$ cat src/rtl/vgalcd_fetch_ctrl_if.sv
// Burst read-request port between the fetch scheduler and the bus master.
// A request is accepted on the cycle where req_o && gnt_i.
interface vgalcd_fetch_ctrl_if #(
  parameter int ADDR_WIDTH = 32,
  parameter int LEN_WIDTH  = 8
);
  logic                  req_o;
  logic                  gnt_i;
  logic [ADDR_WIDTH-1:0] req_addr_o;
  logic [LEN_WIDTH-1:0]  req_len_o;

  modport master (output req_o, req_addr_o, req_len_o, input gnt_i);
  modport slave  (input req_o, req_addr_o, req_len_o, output gnt_i);
endinterface

$ cat src/rtl/vgalcd_fetch_ctrl.sv
// Framebuffer fetch scheduler: issues frame-aligned burst reads that keep the
// pixel line FIFO filled, throttled on FIFO free space.
module vgalcd_fetch_ctrl #(
  parameter int ADDR_WIDTH = 32,
  parameter int BEAT_BYTES = 4,
  parameter int LEN_WIDTH  = 8,
  parameter int LVL_WIDTH  = 10,
  parameter int VB_WIDTH   = 12
) (
  input  logic                  clk_i,
  input  logic                  rst_n_i,
  input  logic                  en_i,
  input  logic [ADDR_WIDTH-1:0] fbba_i,
  input  logic [ADDR_WIDTH-1:0] stride_i,
  input  logic [VB_WIDTH-1:0]   line_beats_i,
  input  logic [VB_WIDTH-1:0]   vvlen_i,
  input  logic [LEN_WIDTH:0]    burst_beats_i,
  input  logic                  vend_i,
  input  logic [LVL_WIDTH:0]    fifo_free_i,
  vgalcd_fetch_ctrl_if.master   bus,
  output logic                  frame_start_o,
  output logic                  ovr_o,
  output logic                  busy_o
);

  localparam int CW0 = (VB_WIDTH > LEN_WIDTH + 1) ? VB_WIDTH : LEN_WIDTH + 1;
  localparam int CW  = (CW0 > LVL_WIDTH + 1) ? CW0 : LVL_WIDTH + 1;
  localparam int BSH = $clog2(BEAT_BYTES);
  localparam logic [LEN_WIDTH:0] BURST_ONE = 1;

  typedef enum logic [2:0] {IDLE, WAIT_V, CHECK, REQ, DONE} state_t;

  state_t state, state_nx;

  logic [ADDR_WIDTH-1:0] fbba_s, stride_s, line_addr;
  logic [VB_WIDTH-1:0]   line_beats_s, vvlen_s, line, beat;
  logic [LEN_WIDTH:0]    burst_s;
  logic [CW-1:0]         len_r;
  logic                  ovr_pend, stop_pend;

  logic [CW-1:0] remain, burst_ext, len_c, beat_sum;
  logic          frame_done, fits, line_end;
  logic          do_latch, do_ovr, do_issue, do_hs;

  always_comb begin
    remain     = CW'(line_beats_s) - CW'(beat);
    burst_ext  = CW'(burst_s);
    len_c      = (burst_ext < remain) ? burst_ext : remain;
    fits       = CW'(fifo_free_i) >= len_c;
    frame_done = (line == vvlen_s) || (line_beats_s == '0);
    beat_sum   = CW'(beat) + len_r;
    line_end   = beat_sum == CW'(line_beats_s);
  end

  always_comb begin
    state_nx = state;
    do_latch = 1'b0;
    do_ovr   = 1'b0;
    do_issue = 1'b0;
    do_hs    = 1'b0;
    unique case (state)
      IDLE: if (en_i) state_nx = WAIT_V;
      WAIT_V, DONE: begin
        if (!en_i) state_nx = IDLE;
        else if (vend_i) begin
          do_latch = 1'b1;
          state_nx = CHECK;
        end
      end
      CHECK: begin
        if (!en_i) state_nx = IDLE;
        else if (vend_i) begin
          // a vend_i right after the last burst still counts as a clean frame
          do_latch = 1'b1;
          do_ovr   = !frame_done;
          state_nx = CHECK;
        end else if (frame_done) state_nx = DONE;
        else if (fits) begin
          do_issue = 1'b1;
          state_nx = REQ;
        end
      end
      REQ: begin
        do_ovr = en_i && vend_i;
        if (bus.gnt_i) begin
          do_hs = 1'b1;
          if (stop_pend || !en_i) state_nx = IDLE;
          else if (ovr_pend || vend_i) begin
            do_latch = 1'b1;
            state_nx = CHECK;
          end else state_nx = CHECK;
        end
      end
      default: state_nx = IDLE;
    endcase
  end

  always_ff @(posedge clk_i) begin
    if (!rst_n_i) begin
      state          <= IDLE;
      fbba_s         <= '0;
      stride_s       <= '0;
      line_beats_s   <= '0;
      vvlen_s        <= '0;
      burst_s        <= '0;
      line_addr      <= '0;
      line           <= '0;
      beat           <= '0;
      len_r          <= '0;
      ovr_pend       <= 1'b0;
      stop_pend      <= 1'b0;
      bus.req_o      <= 1'b0;
      bus.req_addr_o <= '0;
      bus.req_len_o  <= '0;
      frame_start_o  <= 1'b0;
      ovr_o          <= 1'b0;
      busy_o         <= 1'b0;
    end else begin
      state         <= state_nx;
      frame_start_o <= do_latch;
      ovr_o         <= do_ovr;
      busy_o        <= state_nx != IDLE;
      ovr_pend      <= (state == REQ) && !bus.gnt_i && (ovr_pend || (en_i && vend_i));
      stop_pend     <= (state == REQ) && !bus.gnt_i && (stop_pend || !en_i);

      if (do_issue) begin
        bus.req_o      <= 1'b1;
        bus.req_addr_o <= line_addr + (ADDR_WIDTH'(beat) << BSH);
        bus.req_len_o  <= LEN_WIDTH'(len_c - CW'(1));
        len_r          <= len_c;
      end else if (do_hs) begin
        bus.req_o <= 1'b0;
      end

      // a restart supersedes the counter update of a just-completed burst
      if (do_latch) begin
        fbba_s       <= fbba_i;
        stride_s     <= stride_i;
        line_beats_s <= line_beats_i;
        vvlen_s      <= vvlen_i;
        burst_s      <= (burst_beats_i == '0) ? BURST_ONE : burst_beats_i;
        line_addr    <= fbba_i;
        line         <= '0;
        beat         <= '0;
      end else if (do_hs) begin
        if (line_end) begin
          beat      <= '0;
          line      <= line + VB_WIDTH'(1);
          line_addr <= line_addr + stride_s;
        end else begin
          beat <= VB_WIDTH'(beat_sum);
        end
      end
    end
  end

endmodule

$ cat src/flat_wrapper.sv
// flat-port wrapper written by rule: the top's interface ports become plain ports
module vgalcd_fetch_ctrl_flat 
#(
  parameter int ADDR_WIDTH = 32,
  parameter int BEAT_BYTES = 4,
  parameter int LEN_WIDTH  = 8,
  parameter int LVL_WIDTH  = 10,
  parameter int VB_WIDTH   = 12
)
  (clk_i, rst_n_i, en_i, fbba_i, stride_i, line_beats_i, vvlen_i, burst_beats_i, vend_i, fifo_free_i, frame_start_o, ovr_o, busy_o, bus_req_o, bus_req_addr_o, bus_req_len_o, bus_gnt_i);
  vgalcd_fetch_ctrl_if #(.ADDR_WIDTH(ADDR_WIDTH), .LEN_WIDTH(LEN_WIDTH)) bus_i ();
  input  logic clk_i;
  input  logic rst_n_i;
  input  logic en_i;
  input  logic [ADDR_WIDTH-1:0] fbba_i;
  input  logic [ADDR_WIDTH-1:0] stride_i;
  input  logic [VB_WIDTH-1:0] line_beats_i;
  input  logic [VB_WIDTH-1:0] vvlen_i;
  input  logic [LEN_WIDTH:0] burst_beats_i;
  input  logic vend_i;
  input  logic [LVL_WIDTH:0] fifo_free_i;
  output logic frame_start_o;
  output logic ovr_o;
  output logic busy_o;
  output wire logic [$bits(bus_i.req_o)-1:0] bus_req_o;
  output wire logic [$bits(bus_i.req_addr_o)-1:0] bus_req_addr_o;
  output wire logic [$bits(bus_i.req_len_o)-1:0] bus_req_len_o;
  input wire logic [$bits(bus_i.gnt_i)-1:0] bus_gnt_i;
  assign bus_req_o = bus_i.req_o;
  assign bus_req_addr_o = bus_i.req_addr_o;
  assign bus_req_len_o = bus_i.req_len_o;
  assign bus_i.gnt_i = bus_gnt_i;
  vgalcd_fetch_ctrl #(.ADDR_WIDTH(ADDR_WIDTH), .BEAT_BYTES(BEAT_BYTES), .LEN_WIDTH(LEN_WIDTH), .LVL_WIDTH(LVL_WIDTH), .VB_WIDTH(VB_WIDTH)) u_core (.clk_i(clk_i), .rst_n_i(rst_n_i), .en_i(en_i), .fbba_i(fbba_i), .stride_i(stride_i), .line_beats_i(line_beats_i), .vvlen_i(vvlen_i), .burst_beats_i(burst_beats_i), .vend_i(vend_i), .fifo_free_i(fifo_free_i), .bus(bus_i), .frame_start_o(frame_start_o), .ovr_o(ovr_o), .busy_o(busy_o));
endmodule
$ cat config.mk
export PLATFORM = sky130hd
export DESIGN_NAME = vgalcd_fetch_ctrl_flat
export DESIGN_NICKNAME = d
export VERILOG_FILES = /design/src/rtl/vgalcd_fetch_ctrl_if.sv /design/src/rtl/vgalcd_fetch_ctrl.sv /design/src/flat_wrapper.sv
export SDC_FILE = /design/constraint.sdc
export NUM_CORES = 1
export LEC_CHECK = 0
export ABC_AREA = 1
export ABC_CLOCK_PERIOD_IN_PS = 5600
export CORE_AREA = 4 4 240 125
export DETAILED_ROUTE_END_ITERATION = 12
export DIE_AREA = 0 0 244 129
export PLACE_DENSITY = 0.71
export SETUP_SLACK_MARGIN = 0.05
export SYNTH_ARGS = -nofsm -noshare
export SYNTH_HDL_FRONTEND = slang
export SYNTH_SLANG_ARGS = --single-unit
$ cat constraint.sdc
create_clock -name clk_i -period 5.6 [get_ports clk_i]
set_input_delay 1.68 -clock clk_i [delete_from_list [all_inputs] [get_ports clk_i]]
set_output_delay 1.68 -clock clk_i [all_outputs]
set_load 0.005 [all_outputs]
==> results.json <==
{
  "outcome": "completed",
  "holdPathStages": 2,
  "drt_iter0_markers": 760,
  "num_antenna_cells": 0,
  "p_per_area_nw_per_um2": 223.4,
  "clock_sinks": 182,
  "grt_pass1_wl_um": 54680,
  "antenna_found_initial": 0,
  "ys_seq_area_share_pct": 30.82,
  "worstHoldStart": "u_core.len_r[10]",
  "worst_hold_path_type": "register to register",
  "synth_mux_area_share_pct": 0,
  "max-cap-violations": 0,
  "n_fill_cell": 2706,
  "power_frac_clock_pct": 39.8,
  "setup_violations": 0,
  "synth.avg_cell_area_um2": 6.996,
  "firstDrtPassIters": 5,
  "final_cell_mix": "nand2_1, dfxtp_1, inv_1, clkdlybuf4s50_1, nor2_1",
  "intPower_w": 0.002279,
  "crit_type": "register to register",
  "synthAdderAreaFrac_pct": 9.673,
  "overflow": 0,
  "r2r_slack_ns": 0.51,
  "drv_slew": 0,
  "fin_crit_sh_pct": 90.96,
  "cts_hold_buf": 0,
  "cts_setup_buffers": 0,
  "setup_tns_ns": 0,
  "cp_top_family": "simple AND/OR/NAND/NOR gates",
  "die-area_um2": 31480,
  "grt.total_usage_pct": 21.56,
  "die_y_um": 129,
  "synth_warnings": 0,
  "h-tree-depth": 4,
  "vdd_ir_drop_max_uv": 192.7,
  "rsz0062_at_grt": "yes",
  "synthCells": 1690,
  "p_sw_share_pct": 28.71,
  "cp.buffers_inverters": 4,
  "crit_path_start_kind": "register",
  "end_kind": "register",
  "grt_pass1_vias": 10700,
  "core_area_um2": 27550,
  "drcViolationCount": 0,
  "worst_r2r_path_depth": 26,
  "cts_buffers": 17,
  "min_period_ns": 5.094,
  "synth_cell_types": 56,
  "synth_compound_area_share_pct": 18.14,
  "critPathRequiredTime_ns": 5.95,
  "clock_skew_ns": 0.006650,
  "start_util_pct": 42.92,
  "clk_pin_slew_ns": 0.07,
  "synth_top_family_by_area": "simple AND/OR/NAND/NOR gates",
  "worstHoldEndpoint": "u_core.len_r[10]",
  "arrival_ns": 5.45,
  "wl_um": 33980,
  "p_comb_share_pct": 18.0,
  "cts_tree": "done",
  "chipWidth_um": 244,
  "cts_buffer_depth": 2,
  "grt_max_degree": 80,
  "avgViaCountPerCell": 5.192,
  "final_nets": 2020,
  "p_seq_share_pct": 42.1,
  "p_sw_w": 0.0009179,
  "wl_per_cell_um": 15.36,
  "yosys.area_share.xor_xnor_pct": 5.323,
  "fmax_mhz": 196.3,
  "final_core_util_pct": 51.94,
  "path_max_fanout": 19,
  "finalHoldViolCount": 0,
  "cp_slowest_cell": "fa_1",
  "synth_area_um2": 11820,
  "port_buffers": 156,
  "clock_latency_ns": 0.46,
  "mostFrequentLayoutCell": "nand2_1",
  "ant_nets": 0,
  "hpwl_um": 26090,
  "r2r_end": "u_core.bus.req_len_o[3]",
  "dr_total_vias": 11480,
  "globalplace.congestion": 0.9352,
  "timing.rr.start": "u_core.beat[1]",
  "io_pins": 157,
  "synth-simple-area-share_pct": 27.95,
  "num_rows": 43,
  "tightest_slew_ns": 0.8570,
  "cp.depth": 26,
  "relSlewSlack_pct": 42.73,
  "p_leak_nw": 6.586,
  "clock-root-buffer": "clkbuf_16",
  "area_growth_pct": 21.03,
  "drive_gt1_share_pct": 5.792,
  "cpPeakStageDelay_ns": 0.51,
  "ys_ff_latch": 182,
  "crit_top_cell": "inv_1"
}
Yosys cell counts (all sizes together):
| cell type | n | area, um2 |
|---|---|---|
| a2111oi | 1 | 8.760 |
| or2 | 15 | 93.84 |
| o31ai | 3 | 22.52 |
| a21boi | 4 | 30.03 |
| nor3b | 1 | 7.510 |
| nand3 | 104 | 548.0 |
| dfxtp | 182 | 3643 |
| o211ai | 14 | 105.1 |
| o2111ai | 1 | 8.760 |
| buf | 31 | 157.7 |
| o21bai | 7 | 56.30 |
| xor2 | 54 | 480.5 |
| a31o | 1 | 8.760 |
| nor3 | 18 | 95.09 |
| a221oi | 1 | 8.760 |
| a211oi | 3 | 22.52 |
| o221ai | 1 | 8.760 |
| and3 | 1 | 6.260 |
| clkbuf | 28 | 105.1 |
| xnor2 | 17 | 148.9 |
| nor4 | 12 | 75.07 |
| a22o | 48 | 420.4 |
| o21ai | 107 | 561.8 |
| o21a | 2 | 15.01 |
| a21o | 7 | 52.55 |
| a31oi | 17 | 106.4 |
| nor2 | 158 | 623.1 |
| ha | 85 | 1064 |
| a21oi | 136 | 695.7 |
| o22ai | 2 | 12.51 |
| nand3b | 17 | 140.1 |
| nand4 | 23 | 173.9 |
| fa | 4 | 80.08 |
| nand2 | 400 | 1541 |
| conb | 1 | 3.750 |
| inv | 184 | 690.7 |
layer usage:
metal,track usage [%],share of wire (%),vias to the layer above
li1,-,-,5923
met1,29.15,47,5251
met2,35.67,46,268
met3,3.894,5.1,42
met4,6.202,1.9,0
met5,0,0,-
through the flow:
step	instance area [um2]	total power (W)	hold WS, ns	instances	setup WS [ns]
finish	14310	0.003197	0.4404	2212	0.5062
global route	14310	0.003344	0.4693	2212	0.03091
CTS	14310	0.003206	0.4444	2212	0.3936
detailed placement	13710	0.001946	0.4333	2181	0.4801
global placement	13710	0.001940	0.4360	2181	0.6464
floorplan	11830	0.001758	0.4194	1691	1.242
cell type report:
type	count	area (um2)	area share [%]
inverters	184	690.7	4.827
clock buffers	20	456.7	3.192
clock inverters	11	146.4	1.023
repair buffers	167	1639	11.46
multi-input cells	1266	7254	50.70
well taps	382	478.0	3.340
flip-flops and latches	182	3643	25.46
flip-flops by register name, indices dropped and copies added (netlist names), 3 cells and up:
| name | flops |
|---|---|
| u_core.burst_s | 9 |
| u_core.vvlen_s | 12 |
| u_core.len_r | 12 |
| u_core.stride_s | 32 |
| u_core.beat | 12 |
| u_core.line | 12 |
| u_core.bus.req_len_o | 8 |
| u_core.line_beats_s | 12 |
| u_core.line_addr | 32 |
| u_core.bus.req_addr_o | 32 |
| u_core.state | 3 |
power by group through the flow:
stage               logic, W  clock network (W)  registers [W]
global placement    0.000565                  0        0.00138
floorplan           0.000394                  0        0.00136
CTS                 0.000573            0.00129        0.00135
finish              0.000577            0.00127        0.00135
detailed placement  0.000570                  0        0.00138
global route        0.000652            0.00134        0.00135
worst max path at each step:
stage                                 from                      end  slack, ns
floorplan           u_core.line_beats_s[0]  u_core.bus.req_len_o[2]       1.24
global placement    u_core.line_beats_s[0]  u_core.bus.req_len_o[3]       0.65
detailed placement          u_core.beat[0]            u_core.busy_o       0.48
CTS                         u_core.beat[1]  u_core.bus.req_len_o[3]       0.39
global route                u_core.beat[1]  u_core.bus.req_len_o[3]       0.03
finish                      u_core.beat[1]  u_core.bus.req_len_o[3]       0.51
worst register-to-register path: stages, from the launching register on:
cell,delay [ns]
dfxtp_1,0.43
inv_1,0.17
fa_1,0.51
a31oi_1,0.26
o21ai_0,0.17
a31oi_1,0.20
xor2_1,0.11
ha_1,0.31
inv_1,0.04
nor2_1,0.18
nand4_4,0.18
nand3_4,0.24
nand2_1,0.10
o21ai_2,0.12
ha_1,0.30
a21oi_1,0.17
o31ai_1,0.09
nand3_1,0.07
nand3_1,0.07
a31oi_1,0.32
nor2_4,0.08
inv_1,0.38
nor2_1,0.16
nand2_1,0.10
nand3_1,0.08
nand2_1,0.08
inv_1,0.05
logic make-up (layout without fill, tap and decap cells):
group | after synthesis | count (layout)
DFF | 182 | 182
xor gates and xnor gates | 71 | 71
AOI/OAI and AO/OA | 355 | 355
other | 1 | 2
adders and majority gates | 89 | 89
buffers and inverters | 243 | 382
and+or+nand+nor | 749 | 749
timing repair:
| item | 4_1_cts | 5_1_grt |
|---|---|---|
| hold endpoints to repair | 0 | 0 |
| setup endpoints to repair | 0 | 3 |
| gates resized for setup | 0 | 1 |
Power figures use the tool's default switching activity.
